==> config.mk <==
export PLATFORM = sky130hd
export DESIGN_NAME = pipelined_adder
export DESIGN_NICKNAME = d
export VERILOG_FILES = /design/src/rtl/pipelined_adder.sv
export SDC_FILE = /design/constraint.sdc
export NUM_CORES = 1
export LEC_CHECK = 0
export CORE_MARGIN = 4
export CORE_UTILIZATION = 55
export DETAILED_ROUTE_END_ITERATION = 16
export HOLD_SLACK_MARGIN = 0.08
export PLACE_DENSITY = 0.8
export SYNTH_ARGS = -nofsm -noshare
export SYNTH_HDL_FRONTEND = slang
export SYNTH_SLANG_ARGS = --single-unit
export TNS_END_PERCENT = 1
==> constraint.sdc <==
create_clock -name clk -period 5.5 [get_ports clk]
set_input_delay 1.375 -clock clk [delete_from_list [all_inputs] [get_ports clk]]
set_output_delay 1.375 -clock clk [all_outputs]
set_load 0.01 [all_outputs]
==> src/rtl/pipelined_adder.sv <==
// pipelined_adder: WIDTH-bit ripple-carry adder split into SEG-bit segments,
// one segment added per pipeline stage with the carry registered in between.
// Valid/ready handshake on both sides; the whole pipe stalls as one unit.
// Optional subtract mode is enabled by defining PIPE_ADDER_SUB_EN, which adds
// the 'sub' input (a - b computed as a + ~b + 1, cin ignored).
module pipelined_adder #(
  parameter int WIDTH = 16,
  parameter int SEG   = 4
) (
  input  logic             clk,
  input  logic             rst_n,
  input  logic             in_valid,
  output logic             in_ready,
  input  logic [WIDTH-1:0] a,
  input  logic [WIDTH-1:0] b,
  input  logic             cin,
  output logic             out_valid,
  input  logic             out_ready,
  output logic [WIDTH-1:0] sum,
  output logic             cout,
  output logic             ovf
`ifdef PIPE_ADDER_SUB_EN
  ,
  input  logic             sub
`endif
);

  localparam int STAGES = WIDTH / SEG;

  generate
    if (SEG < 1 || WIDTH < SEG || (WIDTH % SEG) != 0) begin : g_bad_cfg
      $error("pipelined_adder: WIDTH must be a non-zero multiple of SEG");
    end
  endgenerate

  // One SEG-bit ripple segment: returns {carry_out, segment_sum}.
  function automatic logic [SEG:0] seg_add(input logic [SEG-1:0] x,
                                           input logic [SEG-1:0] y,
                                           input logic           ci);
    seg_add = {1'b0, x} + {1'b0, y} + {{SEG{1'b0}}, ci};
  endfunction

  // Pipeline registers. p_r holds finished sum segments below the stage's
  // segment and still-unused operand-A segments above it.
  logic [WIDTH-1:0]  p_r   [0:STAGES-1];
  logic [WIDTH-1:0]  b_r   [0:STAGES-1];
  logic              sub_r [0:STAGES-1];
  logic [STAGES-1:0] c_r;
  logic [STAGES-1:0] vld_r;
  logic              ovf_r;

  // Stage inputs / next-state values.
  logic [WIDTH-1:0]  pi_s [0:STAGES-1];
  logic [WIDTH-1:0]  bi_s [0:STAGES-1];
  logic [WIDTH-1:0]  pn_s [0:STAGES-1];
  logic              si_s [0:STAGES-1];
  logic [STAGES-1:0] ci_s;
  logic [STAGES-1:0] cn_s;
  logic [STAGES-1:0] vi_s;
  logic [SEG-1:0]    beff_s;
  logic [SEG:0]      res_s;
  logic              ovf_s;
  logic              sub_s;
  logic              advance_s;

`ifdef PIPE_ADDER_SUB_EN
  assign sub_s = sub;
`else
  assign sub_s = 1'b0;
`endif

  assign advance_s = !vld_r[STAGES-1] || out_ready;
  assign in_ready  = advance_s;
  assign out_valid = vld_r[STAGES-1];
  assign sum       = p_r[STAGES-1];
  assign cout      = c_r[STAGES-1];
  assign ovf       = ovf_r;

  // Route stage inputs and compute every segment add plus MSB-column overflow.
  always_comb begin
    pi_s[0] = a;
    bi_s[0] = b;
    si_s[0] = sub_s;
    vi_s[0] = in_valid;
    if (sub_s) begin
      ci_s[0] = 1'b1;
    end else begin
      ci_s[0] = cin;
    end
    for (int k = 1; k < STAGES; k++) begin
      pi_s[k] = p_r[k-1];
      bi_s[k] = b_r[k-1];
      si_s[k] = sub_r[k-1];
      ci_s[k] = c_r[k-1];
      vi_s[k] = vld_r[k-1];
    end
    beff_s = {SEG{1'b0}};
    res_s  = {(SEG+1){1'b0}};
    for (int k = 0; k < STAGES; k++) begin
      // Subtraction inverts every segment of its own operand B.
      beff_s  = bi_s[k][k*SEG +: SEG] ^ {SEG{si_s[k]}};
      res_s   = seg_add(pi_s[k][k*SEG +: SEG], beff_s, ci_s[k]);
      pn_s[k] = pi_s[k];
      pn_s[k][k*SEG +: SEG] = res_s[SEG-1:0];
      cn_s[k] = res_s[SEG];
    end
    // After the loop beff_s/res_s belong to the top segment: the carry into
    // the MSB column is recovered from the MSB sum bit and its operands.
    ovf_s = (pi_s[STAGES-1][WIDTH-1] ^ beff_s[SEG-1] ^ res_s[SEG-1]) ^ res_s[SEG];
  end

  // Shift the whole pipe on advance; hold every stage otherwise.
  always_ff @(posedge clk or negedge rst_n) begin
    if (!rst_n) begin
      vld_r <= {STAGES{1'b0}};
      c_r   <= {STAGES{1'b0}};
      ovf_r <= 1'b0;
      for (int k = 0; k < STAGES; k++) begin
        p_r[k]   <= {WIDTH{1'b0}};
        b_r[k]   <= {WIDTH{1'b0}};
        sub_r[k] <= 1'b0;
      end
    end else if (advance_s) begin
      vld_r <= vi_s;
      c_r   <= cn_s;
      ovf_r <= ovf_s;
      for (int k = 0; k < STAGES; k++) begin
        p_r[k]   <= pn_s[k];
        b_r[k]   <= bi_s[k];
        sub_r[k] <= si_s[k];
      end
    end
  end

endmodule

# Word-level counts from Yosys, hierarchy flattened

Cells that the tools add are included.

Add/sub/neg operators: 8
Bitwise operators: 3
Reduce and logical (&&, ||, !) cells: 2

Operators with widths:

| operator           | count |
|---|---|
| $add A4 B4 Y5      | 4 |
| $add A5 B1 Y5      | 4 |
| $xor A1 B1 Y1      | 3 |
| $logic_not A1 Y1   | 1 |
| $logic_or A1 B1 Y1 | 1 |

Bits in registers: 121
Input bits: 37
Output and inout port bits: 20
Logic and storage cells: 23

# Longest topological paths before layout

Gate-level depths: netlist of the first run.

Word-level depth: 4
Mapped depth: 8
Gate-level depth less buffers: 8

# Worst setup path before layout of the first run

OpenSTA, ideal clock, no wires.

Path type: in2out
Start: in out_ready
End: out in_ready
Data arrival time: 1893 ps
Required time: 4125 ps
Slack: 2232 ps
Stages: 5
Path through: nor2b_2 buf_6 inv_4 buf_6 buf_6

Longest elaborated chain between the ends: 1

Ends and longest elaborated chain:

| item               | RTL line | text |
|---|---|---|
| start, declared    | 18       | `input logic out_ready,` |
| $logic_or A1 B1 Y1 | 72       | `assign advance_s = !vld_r[STAGES-1] \|\| out_ready;` |
| end, declared      | 13       | `output logic in_ready,` |

No other way between the ends.

# Worst setup path in the final report of the first run

Ends and elaborated chain as after synthesis.

==> impl_metrics.json, run 1 <==
{
  "antenna_found_initial": 0,
  "final_max_slew_viol_count": 0,
  "place_worst_setup_slack_ns": 1.59,
  "placed_area_mm2": 0.00474,
  "htree_levels": 3,
  "syn_area_mm2": 0.00428,
  "grt_max_degree": 107,
  "firstDrtPassIters": 4,
  "seq_area_frac_synth_pct": 56.7,
  "tritoncts": "yes",
  "tns_ns": 0,
  "grt_pass1_vias": 2824,
  "max-slew-margin-rel_pct": 34.8,
  "layout_commonest_cell": "nand2_1",
  "avgSynthCellArea_um2": 9.25,
  "ys_warn_count": 0,
  "path_cells": "clkdlybuf4s50_1 > nor2b_4 > inv_4 > clkdlybuf4s50_1",
  "drive_above_1_share_pct": 4.79,
  "rows": 31,
  "fin_ws_ns": 1.60,
  "cts.sink_count": 97,
  "antenna_cells": 0,
  "cp_max_fo": 2,
  "irDropWorstVdd_v": 0.000257,
  "wire_per_inst_um": 11.6,
  "wl_um": 6950,
  "hold_path.class": "register to register",
  "ys_ff_latch": 97,
  "boundaryPins": 57,
  "max_freq_mhz": 256,
  "grt_pass1_wl_um": 12000,
  "seq_area_mm2": 0.00243,
  "worst_slew_pin_slew_ns": 0.978,
  "drv_cap": 0,
  "initial_core_util_pct": 57.8,
  "nets": 553,
  "ctsHoldBuffers": 0,
  "n_fill_cell": 612,
  "clkSlewWorstSetupHoldPaths_ns": 0.08,
  "dp_hpwl_um": 4770,
  "required_ns": 4.12,
  "die_w_um": 96.3,
  "io_buffers": 56,
  "crit_path_end_kind": "output port",
  "multiInputGateArea_mm2": 0.00156,
  "drc_errors": 0,
  "dieArea_mm2": 0.00927,
  "crit_path_top_delay_cell": "clkdlybuf4s50_1",
  "ant_nets": 0,
  "rsz0062_at_grt": "false",
  "clock-root-buffer": "clkbuf_8",
  "power.density_mw_per_mm2": 532,
  "r2r_slack_ns": 3.56,
  "fin_util_pct": 66.7,
  "cts_resized": 0,
  "clk_path_buf_depth": 2,
  "critPathKind": "input port to output port",
  "clk_latency_ns": 0.36,
  "via_per_inst": 4.75,
  "critPathMostFrequentCell": "clkdlybuf4s50_1",
  "fin_crit_sh_pct": 70.9,
  "gp_congestion": 0.775,
  "p_leak_nw": 2.53,
  "final_area_mm2": 0.00494,
  "drtIter0Drc": 150,
  "min_period_ns": 3.90,
  "cp-start-kind": "input port",
  "grtUsageTotal_pct": 16.9,
  "gr-total-overflow": 0,
  "setup_viol": 0,
  "synthCells": 463,
  "finClkSkew_ns": 0.0131,
  "chipHeight_um": 96.3,
  "cts_buffers": 9,
  "synth_cell_types": 22,
  "hold_viol_final": 0,
  "post-cts-setup-buffers": 0,
  "arrival_ns": 2.52,
  "status": "finished, final reports clean",
  "critPathMaxStageDelay_ns": 0.52,
  "area.growth.synth_to_final_pct": 15.3,
  "coreArea_mm2": 0.00741,
  "whs_ns": 0.470,
  "syn_nets": 520,
  "layout_common_cells": "nand2_1 (231), dfrtp_1 (97), clkdlybuf4s50_1 (55), o21ai_0 (14), nor2_1 (14)",
  "vias": 2849
}
[worst max-delay path, delay by kind of cell]
kind                   cells  cell delay [ns]
buffers and inverters      3             1.09
AND/OR/NAND/NOR            1             0.06
[synthesized netlist by cell type]
library cell	n	area share [%]
a21o_1	4	0.70
a21oi_1	12	1.4
a21oi_2	4	0.82
a22oi_1	1	0.18
buf_2	10	1.2
buf_4	20	3.5
buf_6	3	0.79
clkbuf_1	4	0.35
dfrtp_1	97	57
fa_1	8	3.7
ha_1	12	3.5
inv_1	13	1.1
inv_4	1	0.15
nand2_1	231	20
nand2b_1	1	0.15
nand3b_1	1	0.18
nor2_1	14	1.2
nor2b_1	3	0.44
nor2b_2	1	0.20
o21ai_0	14	1.6
xnor2_1	2	0.41
xor2_1	7	1.4
[registers in the layout, summed over array words and instances, names as in the netlist]
signal,flops
sum,16
vld_r,4
ovf,1
b_r,24
c_r,4
p_r,48
[layout make-up]
type                    count  area share, %
clock inverters             4           1.04
well taps                  99           2.51
multi-input cells         315           31.5
inverters                  14           1.11
repair buffers             59           11.7
flip-flops and latches     97           49.1
clock buffers              12           2.94
[worst paths after layout]
check | start | end | depth (start not counted)
worst max-delay path | out_ready | in_ready | 4
worst min-delay path | p_r[45] | p_r[45] | 2
worst max register to register | c_r[2] | ovf | 8
worst min register to register | p_r[45] | p_r[45] | 2
max in group asynchronous | rst_n | p_r[18] | 2
min in group asynchronous | rst_n | p_r[57] | 1
[power by group]
part | leakage (nW) | switching, mW | internal (mW)
registers | 1.17 | 0.163 | 1.02
logic | 1.27 | 0.523 | 0.458
clock network | 0.0970 | 0.234 | 0.224
[stage by stage]
step	cells	total power, mW
global placement	584	2.16
finish	600	2.63
floorplan	463	1.95
CTS	600	2.66
detailed placement	584	2.21
global route	600	2.86
[metal layers]
layer	up-vias	track usage [%]	wire length, um
li1	1465	-	-
met1	1323	20.3	3110
met2	45	29.4	3420
met3	16	2.42	275
met4	0	8.29	145
met5	-	0	0
[cells by family after synthesis]
group                      share of synthesized area [%]
and+or+nand+nor                                     22.4
DFF                                                 56.7
AOI/OAI and AO/OA                                   4.73
adders and majority gates                           7.24
buffers and inverters                               7.10
xor gates and xnor gates                            1.84
No activity file was read; power rests on OpenSTA's default activity.
==> run 2, diff against run 1 <==
- clock period: 5.5 -> 3.91 ns (I/O delays scaled with it)
==> run 2 against run 1 <==
Effect of this change: total power up 43%; utilization up 0.29 points; clock power grew 50%; critical path type unchanged; critical endpoint unchanged; highest routed layer unchanged.
==> impl_metrics.json, run 2 (synthesis gave the netlist of run 1 again) <==
{
  "antenna_found_initial": 0,
  "vias": 2906,
  "tns_ns": 0,
  "r2r_start": "c_r[2]",
  "clk_latency_ns": 0.35,
  "clock-root-buffer": "clkbuf_8",
  "instances_no_fill": 600,
  "cp-start-kind": "input port",
  "wire_per_inst_um": 12.1,
  "required_ns": 2.93,
  "r2r_slack_ns": 1.93,
  "switching_share_pct": 34.5,
  "post-cts-setup-buffers": 0,
  "fin_ws_ns": 0.833,
  "grt_pass1_wl_um": 12600,
  "rows": 31,
  "status": "finished, final reports clean",
  "layout_common_cells": "nand2_1 (231), dfrtp_1 (97), clkdlybuf4s50_1 (55), o21ai_0 (14), nor2_1 (14)",
  "antenna_cells": 0,
  "io_buffers": 56,
  "place_worst_setup_slack_ns": 0.823,
  "gp_congestion": 0.791,
  "largest_reg_flops": 48,
  "clk_path_buf_depth": 2,
  "switching_power_mw": 1.30,
  "placed_area_mm2": 0.00475,
  "arrival_ns": 2.10,
  "grt_max_degree": 107,
  "initial_core_util_pct": 57.8,
  "critPathMaxStageDelay_ns": 0.52,
  "via_per_inst": 4.84,
  "dp_hpwl_um": 4940,
  "worst_slew_pin_slew_ns": 0.998,
  "p_int_mw": 2.47,
  "min_period_ns": 3.08,
  "max_freq_mhz": 325,
  "crit_path_end_kind": "output port",
  "max-slew-margin-rel_pct": 33.5,
  "worst-path-buf-inv": 3,
  "critPathMostFrequentCell": "clkdlybuf4s50_1",
  "path_cells": "clkdlybuf4s50_1 > nor2b_4 > inv_4 > clkdlybuf4s50_1",
  "rr_endpoint": "ovf",
  "ctsHoldBuffers": 0,
  "p_leak_nw": 2.55,
  "boundaryPins": 57,
  "coreArea_mm2": 0.00741,
  "cts_buffers": 9,
  "seqPwrFrac_pct": 44.5,
  "finClkSkew_ns": 0.00492,
  "drtIter0Drc": 151,
  "die_w_um": 96.3,
  "crit_family": "buffers and inverters",
  "dieArea_mm2": 0.00927,
  "grt_pass1_vias": 2841,
  "chipHeight_um": 96.3,
  "fin_crit_sh_pct": 78.7,
  "clkSlewWorstSetupHoldPaths_ns": 0.08,
  "area.growth.synth_to_final_pct": 15.8,
  "fin_util_pct": 67.0,
  "htree_levels": 3,
  "hold_path.class": "register to register",
  "place_inst": 585,
  "drc_errors": 0,
  "layout_commonest_cell": "nand2_1",
  "whs_endpoint": "vld_r[2]",
  "setup_viol": 0,
  "final_area_mm2": 0.00496,
  "gr-total-overflow": 0,
  "wl_um": 7290,
  "irDropWorstVdd_v": 0.000347,
  "clockPowerShare_pct": 18.3,
  "grtUsageTotal_pct": 17.5,
  "rsz0062_at_grt": "false",
  "cts.sink_count": 97,
  "firstDrtPassIters": 4,
  "largest_register": "p_r",
  "cp_max_fo": 2,
  "critPathKind": "input port to output port",
  "drive_above_1_share_pct": 4.79,
  "crit_path_top_delay_cell": "clkdlybuf4s50_1",
  "nets": 554,
  "power.density_mw_per_mm2": 759,
  "cts_resized": 0,
  "final_max_slew_viol_count": 0,
  "ant_nets": 0,
  "tritoncts": "yes",
  "reg2reg_depth": 8,
  "drv_cap": 0,
  "whs_path_depth": 2,
  "comb_power_share_pct": 37.2,
  "hold_viol_final": 0,
  "min_from": "vld_r[2]"
}
[run 2: cell count changes in the layout (fill, tap and decap cells not counted)]
cell	before	now
bufinv_16	1	2
clkinvlp_4	1	0
inv_6	1	0
buf_4	4	5
[run 2: final cells by class]
class / instances / area (um^2)
fillers: 617 / 2450
flip-flops and latches: 97 / 2430
multi-input cells: 315 / 1560
repair buffers: 60 / 588
clock buffers: 12 / 145
well taps: 99 / 124
clock inverters: 3 / 65.1
inverters: 14 / 55.1
[run 2: worst register-to-register path, stage by stage (launching register included)]
cell	delay [ns]
dfrtp_1	0.38
inv_1	0.09
fa_1	0.20
inv_1	0.06
fa_1	0.40
a21o_1	0.20
a21oi_1	0.22
xor2_1	0.17
o21ai_0	0.09
[run 2: how the worst max path moves through the flow]
stage	startpoint	slack, ns	cells past startpoint	end
after floorplan	out_ready	1.44	5	in_ready
after global placement	out_ready	0.83	4	in_ready
after detailed placement	out_ready	0.82	4	in_ready
after CTS	out_ready	0.82	4	in_ready
after global routing	out_ready	0.81	4	in_ready
final	out_ready	0.83	4	in_ready
[run 2: per-stage QoR]
stage | hold WS (ns) | total power [mW]
2_1_floorplan | 0.430 | 2.75
3_3_place_gp | 0.442 | 3.04
5_1_grt | 0.492 | 4.10
6_report | 0.467 | 3.77
4_1_cts | 0.471 | 3.81
3_5_place_dp | 0.452 | 3.12
[run 2: power groups by stage]
stage                     logic, mW  registers, mW  clock network [mW]
after floorplan                1.11           1.64                   0
after global placement         1.36           1.68                   0
after detailed placement       1.42           1.70                   0
after CTS                      1.43           1.69               0.702
after global routing           1.61           1.74               0.748
final                          1.40           1.68               0.689
[run 2: layer usage]
| metal | global-route usage, % | routed length [um] |
|---|---|---|
| met2 | 30.2 | 3630 |
| met4 | 7.35 | 153 |
| met5 | 0 | 0 |
| met1 | 21.8 | 3240 |
| met3 | 3.05 | 259 |
